[config.mk]
export PLATFORM = sky130hd
export DESIGN_NAME = program_sequencer
export DESIGN_NICKNAME = d
export VERILOG_FILES = /design/src/rtl/program_sequencer.sv
export SDC_FILE = /design/constraint.sdc
export NUM_CORES = 1
export LEC_CHECK = 0
export CORE_MARGIN = 4
export CORE_UTILIZATION = 40
export DETAILED_ROUTE_END_ITERATION = 10
export PLACE_DENSITY = 0.74
export RECOVER_POWER = 25
export SYNTH_ARGS = -nofsm -noshare
export SYNTH_HDL_FRONTEND = slang
export SYNTH_SLANG_ARGS = --single-unit
[constraint.sdc]
create_clock -name clk -period 3.9 [get_ports clk]
set_input_delay 0.78 -clock clk [delete_from_list [all_inputs] [get_ports clk]]
set_output_delay 0.78 -clock clk [all_outputs]
set_load 0.01 [all_outputs]
[src/rtl/program_sequencer.sv]
// ============================================================================
//  Module   : program_sequencer
//  Purpose  : Fetch-address generator with jump redirect, core reset, flush
//             and a saturating taken-jump counter.
//  Revision : 1.0  initial release
// ============================================================================
`default_nettype none

module program_sequencer #(
  parameter int unsigned          PM_ADDR_W    = 8,
  parameter logic [PM_ADDR_W-1:0] RESET_VECTOR = '0,
  parameter int unsigned          CNT_W        = 8
) (
  input  logic                 clk,
  input  logic                 sync_reset_n,
  input  logic                 jmp,
  input  logic                 jmp_nz,
  input  logic                 dont_jmp,
  input  logic [PM_ADDR_W-1:0] jmp_addr,
  input  logic                 hold,
  output logic [PM_ADDR_W-1:0] pm_addr,
  output logic [PM_ADDR_W-1:0] pc,
  output logic                 core_reset,
  output logic                 flush,
  output logic [CNT_W-1:0]     jmp_count
);

  localparam logic [1:0] ST_RST  = 2'd0;
  localparam logic [1:0] ST_BOOT = 2'd1;
  localparam logic [1:0] ST_RUN  = 2'd2;

  logic [1:0]           state_q;
  logic [1:0]           state_d;
  logic [PM_ADDR_W-1:0] pc_q;
  logic [PM_ADDR_W-1:0] pc_d;
  logic                 core_reset_q;
  logic                 core_reset_d;
  logic                 flush_q;
  logic                 flush_d;
  logic [CNT_W-1:0]     jmp_count_q;
  logic [CNT_W-1:0]     jmp_count_d;
  logic                 taken;

  // jmp wins over jmp_nz simply because the OR already makes it taken.
  assign taken = (state_q == ST_RUN) & (jmp | (jmp_nz & ~dont_jmp));

  always_comb begin
    state_d = ST_RST;
    if (sync_reset_n) begin
      case (state_q)
        ST_RST:  state_d = ST_BOOT;
        ST_BOOT: state_d = ST_RUN;
        ST_RUN:  state_d = ST_RUN;
        default: state_d = ST_RST;
      endcase
    end
  end

  always_comb begin
    pc_d = RESET_VECTOR;
    case (state_q)
      ST_RST:  pc_d = RESET_VECTOR;
      ST_BOOT: pc_d = RESET_VECTOR + PM_ADDR_W'(1);
      ST_RUN: begin
        if (taken)
          pc_d = jmp_addr;
        else if (hold)
          pc_d = pc_q;
        else
          pc_d = pc_q + PM_ADDR_W'(1);
      end
      default: pc_d = RESET_VECTOR;
    endcase
  end

  // core_reset tracks the next state so it drops together with entry into RUN.
  assign core_reset_d = (state_d != ST_RUN);
  assign flush_d      = taken;

  always_comb begin
    jmp_count_d = jmp_count_q;
    if (taken && !(&jmp_count_q))
      jmp_count_d = jmp_count_q + CNT_W'(1);
  end

  always_ff @(posedge clk) begin
    if (!sync_reset_n) begin
      state_q      <= ST_RST;
      pc_q         <= RESET_VECTOR;
      core_reset_q <= 1'b1;
      flush_q      <= 1'b0;
      jmp_count_q  <= '0;
    end else begin
      state_q      <= state_d;
      pc_q         <= pc_d;
      core_reset_q <= core_reset_d;
      flush_q      <= flush_d;
      jmp_count_q  <= jmp_count_d;
    end
  end

  assign pm_addr    = pc_d;
  assign pc         = pc_q;
  assign core_reset = core_reset_q;
  assign flush      = flush_q;
  assign jmp_count  = jmp_count_q;

endmodule

`default_nettype wire

Word level (Yosys, flattened, before mapping) --
Index checks and enable logic that the tools add are counted.
Word-level totals: register bits 20, word-level logic and storage cells 24
Cells by class: reductions and logical operators 5, add/subtract/negate cells 2, mux-type cells 5, bitwise operators 4, equality and inequality tests 3
Operators with widths (number):
- adder 8 x 1 -> 8 bit (second input constant) | 2
- 2-to-1 mux 8 bit | 2
- one-hot mux 8 bit (2 select lines) | 1
- AND reduction 8 bit | 1
- one-hot mux 2 bit (2 select lines) | 1
- AND 1 bit | 2
- == test 2 x 1 -> 1 bit (second input constant) | 1
- == test 2 bit (second input constant) | 1
- logical NOT 2 bit | 1
- 2-to-1 mux 2 bit | 1
- != test 2 bit (second input constant) | 1
- OR reduction 2 bit | 1
- logical AND 1 bit | 1
- logical NOT 1 bit | 1
- inverter 1 bit | 1
- OR 1 bit | 1

Logic depth before layout (Yosys ltp) --
Gate-level depths: netlist of run 1.
word-level depth 6, depth in mapped cells 6, gate-level depth less buffers 6

Worst setup path after synthesis of run 1 --
Ideal clock, no wire load.
path type input to output, start in jmp_nz, end out pm_addr[6], setup slack 1.503 ns, stages on the path 4, arrival 1.617 ns, path through nor2b_4 > nor2_2 > nor2_1 > a211oi_1
On the way: word-level cells in the longest chain between the ends 5
RTL lines:
- start: declaration | RTL line 17 | input logic jmp_nz,
- AND 1 bit | RTL line 45 | assign taken = (state_q == ST_RUN) & (jmp | (jmp_nz & ~dont_jmp));
- OR 1 bit | RTL line 45
- AND 1 bit | RTL line 45
- 2-to-1 mux 8 bit | RTL line 65 | if (taken)
- one-hot mux 8 bit (2 select lines) | RTL line 61 | case (state_q)
- end: declaration | RTL line 21 | output logic [PM_ADDR_W-1:0] pm_addr,
Every way passes these cells.

Worst setup path after layout of run 1 --
start in jmp_nz, end out pm_addr[1]
Same word-level chain as after synthesis.

==> results.cfg, run 1 <==
[run_status]
status = finished clean

[synthesis]
synth_nets = 140
ys_top_cells_by_area = dfxtp_1 (37%), mux2i_1 (6.6%), ha_1 (5.9%)
synth_ff_type = dfxtp_1
ys_types = 37
synth_top_cell_area_share_pct = 37.5
yosysWarnings = 0
synth_area_um2 = 1070
synthTopCellsByCount = dfxtp_1 (20), nor2_1 (15), nand2_1 (13), nor3_1 (8), mux2i_1 (7)
yosysMostFrequentCell = dfxtp_1
synth_edf_count = 0
syn_inst = 121
avgSynthCellArea_um2 = 8.83
synthArstFlopShare_pct = 0
ys_seq_elements = 20
ys_seq_area_share_pct = 37.5
synth_top_cell_by_area = dfxtp_1

[clocking]
htreeDepth = 1
cts_tree = done
clockRootBuffer = clkbuf_4
cts.clk_slew.worst_paths_ns = 0.12
cts_hold_buf = 0
clkLatencyLatePin_ns = 0.31
cts_buffers = 3
post_cts_buffers = 0
ctsResizeCount = 0
clockBufferDepth = 2
clock_sinks = 20

[detailed_routing]
drcViolationCount = 0
vias = 1034
wl_um = 2590
post_drt_wl_per_cell_um = 13.4
drt-initial-drc-count = 20
vias_per_cell = 5.36
final_antenna_net_count = 0
drtPass1Iterations = 4

[floorplan]
placementRows = 18
die_x_um = 59.7
initial_core_util_pct = 42.4
io_pins = 40
die_area_um2 = 3560
core_um2 = 2520
die_y_um = 59.7

[power]
total_power_w = 0.000500
powerDensity_nw_per_um2 = 326
switching_share_pct = 25.4
clockPowerShare_pct = 34.5
ir_worst_vdd_v = 0.000326
p_sw_w = 0.000127
internal-power_w = 0.000373
p_leak_nw = 0.566
seqPwrFrac_pct = 44.7
p_comb_share_pct = 20.8

[grt]
grt_first_pass_wirelength_um = 4220
antenna_found_initial = 0
first_global_vias = 931
gr-total-overflow = 0
grtUsageTotal_pct = 15.8
grt_max_degree = 13

[worst_setup_path]
cp_top_family = buffers and inverters
regToRegSetupSlack_ns = 2.21
critPathMaxStageDelay_ns = 0.53
endpoint_kind = primary output
path_cells = dlygate4sd3_1 -> nor2b_1 -> o21ai_1 -> mux2i_1 -> nor2_1 -> clkdlybuf4s50_1
crit_arrival_ns = 2.77
cp_num_buf_inv = 2
critPathMaxFanout = 6
cp_data_required_time_ns = 3.12
startpoint_type = primary input
path_class = in -> out
slowest_stage = dlygate4sd3_1

[sta]
final_hold_viol_count = 0
fin_crit_sh_pct = 91.0
rsz0062_at_grt = false
fin_worst_skew_ns = 0.00173
worstMarginPinSlew_ns = 0.597
setup_viol = 0
layout_min_cycle_time_ns = 3.55
drv_slew = 0
slew_headroom_pct = 59.8
fin_tns_setup_ns = 0
fmax_mhz = 282

[job]
max_cap_violations = 0

[final_layout]
final_nets = 183
antennaDiodeCount = 0
areaGrowthSynthToFinish_pct = 43.6
n_fill_cell = 248
final_area_um2 = 1530
drive_above_1_share_pct = 6.75

[place]
dp_hpwl_um = 2060
portBuffers = 39
gp_congestion = 0.752
dpl_cell_area_um2 = 1490

[min_path]
hp-class = reg -> reg
[metal layers]
layer / vias to the layer above / part of all wire, % / wire length [um] / GRT usage [%]
li1: 517 / - / - / -
met1: 482 / 44 / 1140 / 19.6
met2: 31 / 48 / 1240 / 25.6
met3: 4 / 6.5 / 169 / 4.97
met4: 0 / 1.4 / 35 / 5.70
met5: - / 0 / 0 / 0
[sequential cells by signal (all words and copies together), names as in the netlist]
signal / flops
state_q: 2
flush: 1
core_reset: 1
pc: 8
jmp_count: 8
[area by class of cell]
| class | instances | area [um^2] | area share (%) |
|---|---|---|---|
| Clock buffer | 3 | 22.5 | 1.47 |
| Clock inverter | 1 | 30.0 | 1.96 |
| Inverter | 5 | 18.8 | 1.22 |
| Multi-Input combinational cell | 95 | 634 | 41.4 |
| Sequential cell | 20 | 400 | 26.1 |
| Tap cell | 30 | 37.5 | 2.45 |
| Timing Repair Buffer | 39 | 390 | 25.4 |
[cell families after synthesis]
family / share of synthesized area (%)
AND/OR/NAND/NOR: 28.0
AO/OA/AOI/OAI: 14.1
flip-flops: 37.5
multiplexers: 7.61
XOR/XNOR: 4.92
buffers and inverters: 2.11
adder cells (fa/ha/maj): 5.85
[power by group through the flow]
stage / clock [W] / combinational, W / sequential (W)
after CTS: 0.000173 / 0.000106 / 0.000223
final: 0.000172 / 0.000104 / 0.000223
after floorplan: 0 / 0.0000529 / 0.000229
after detailed placement: 0 / 0.000105 / 0.000228
after global routing: 0.000182 / 0.000115 / 0.000225
after global placement: 0 / 0.000103 / 0.000227
[worst register-to-register path: stages, from the launching register on]
cell and delay, ns:
dfxtp_1 0.33, inv_1 0.08, ha_1 0.29, and4_1 0.24, o21ai_0 0.23, nor4b_1 0.35, nor3_1 0.07
[final timing paths]
path | start | endpoint | cells after the start
max | jmp_nz | pm_addr[1] | 6
min | jmp_count[1] | jmp_count[1] | 2
max reg2reg | state_q[0] | jmp_count[7] | 6
min reg2reg | jmp_count[1] | jmp_count[1] | 2
[cell usage in the layout, fill, tap and decap left out, types with 2 or more instances in the layout]
cell | netlist | final
a211oi_1 | 3 | 3
a21oi_1 | 3 | 3
and4_1 | 2 | 2
clkbuf_4 | 0 | 3
clkdlybuf4s50_1 | 0 | 37
dfxtp_1 | 20 | 20
dlygate4sd3_1 | 0 | 2
ha_1 | 5 | 5
inv_1 | 5 | 5
mux2i_1 | 7 | 7
nand2_1 | 13 | 13
nand2b_1 | 3 | 3
nand3_1 | 2 | 2
nand4b_1 | 2 | 2
nor2_1 | 15 | 15
nor2_2 | 2 | 2
nor3_1 | 8 | 8
o21ai_0 | 4 | 5
xnor2_1 | 5 | 5
[stage by stage]
stage               cells  util, %  setup slack [ns]  hold WS, ns
finish                193     60.8             0.350        0.499
global placement      189     59.2             0.546        0.473
detailed placement    189     59.2             0.510        0.484
global route          193     60.8             0.193        0.539
CTS                   193     61.3             0.511        0.503
floorplan             121        -              1.50        0.503
No activity file was read; power rests on OpenSTA's default activity.
==> inputs of run 2 (changes only) <==
Settings changed: SKIP_CTS_REPAIR_TIMING set to 1.
==> results of run 2 <==
No change in the layout: final DEF, timing and power equal those of run 1.
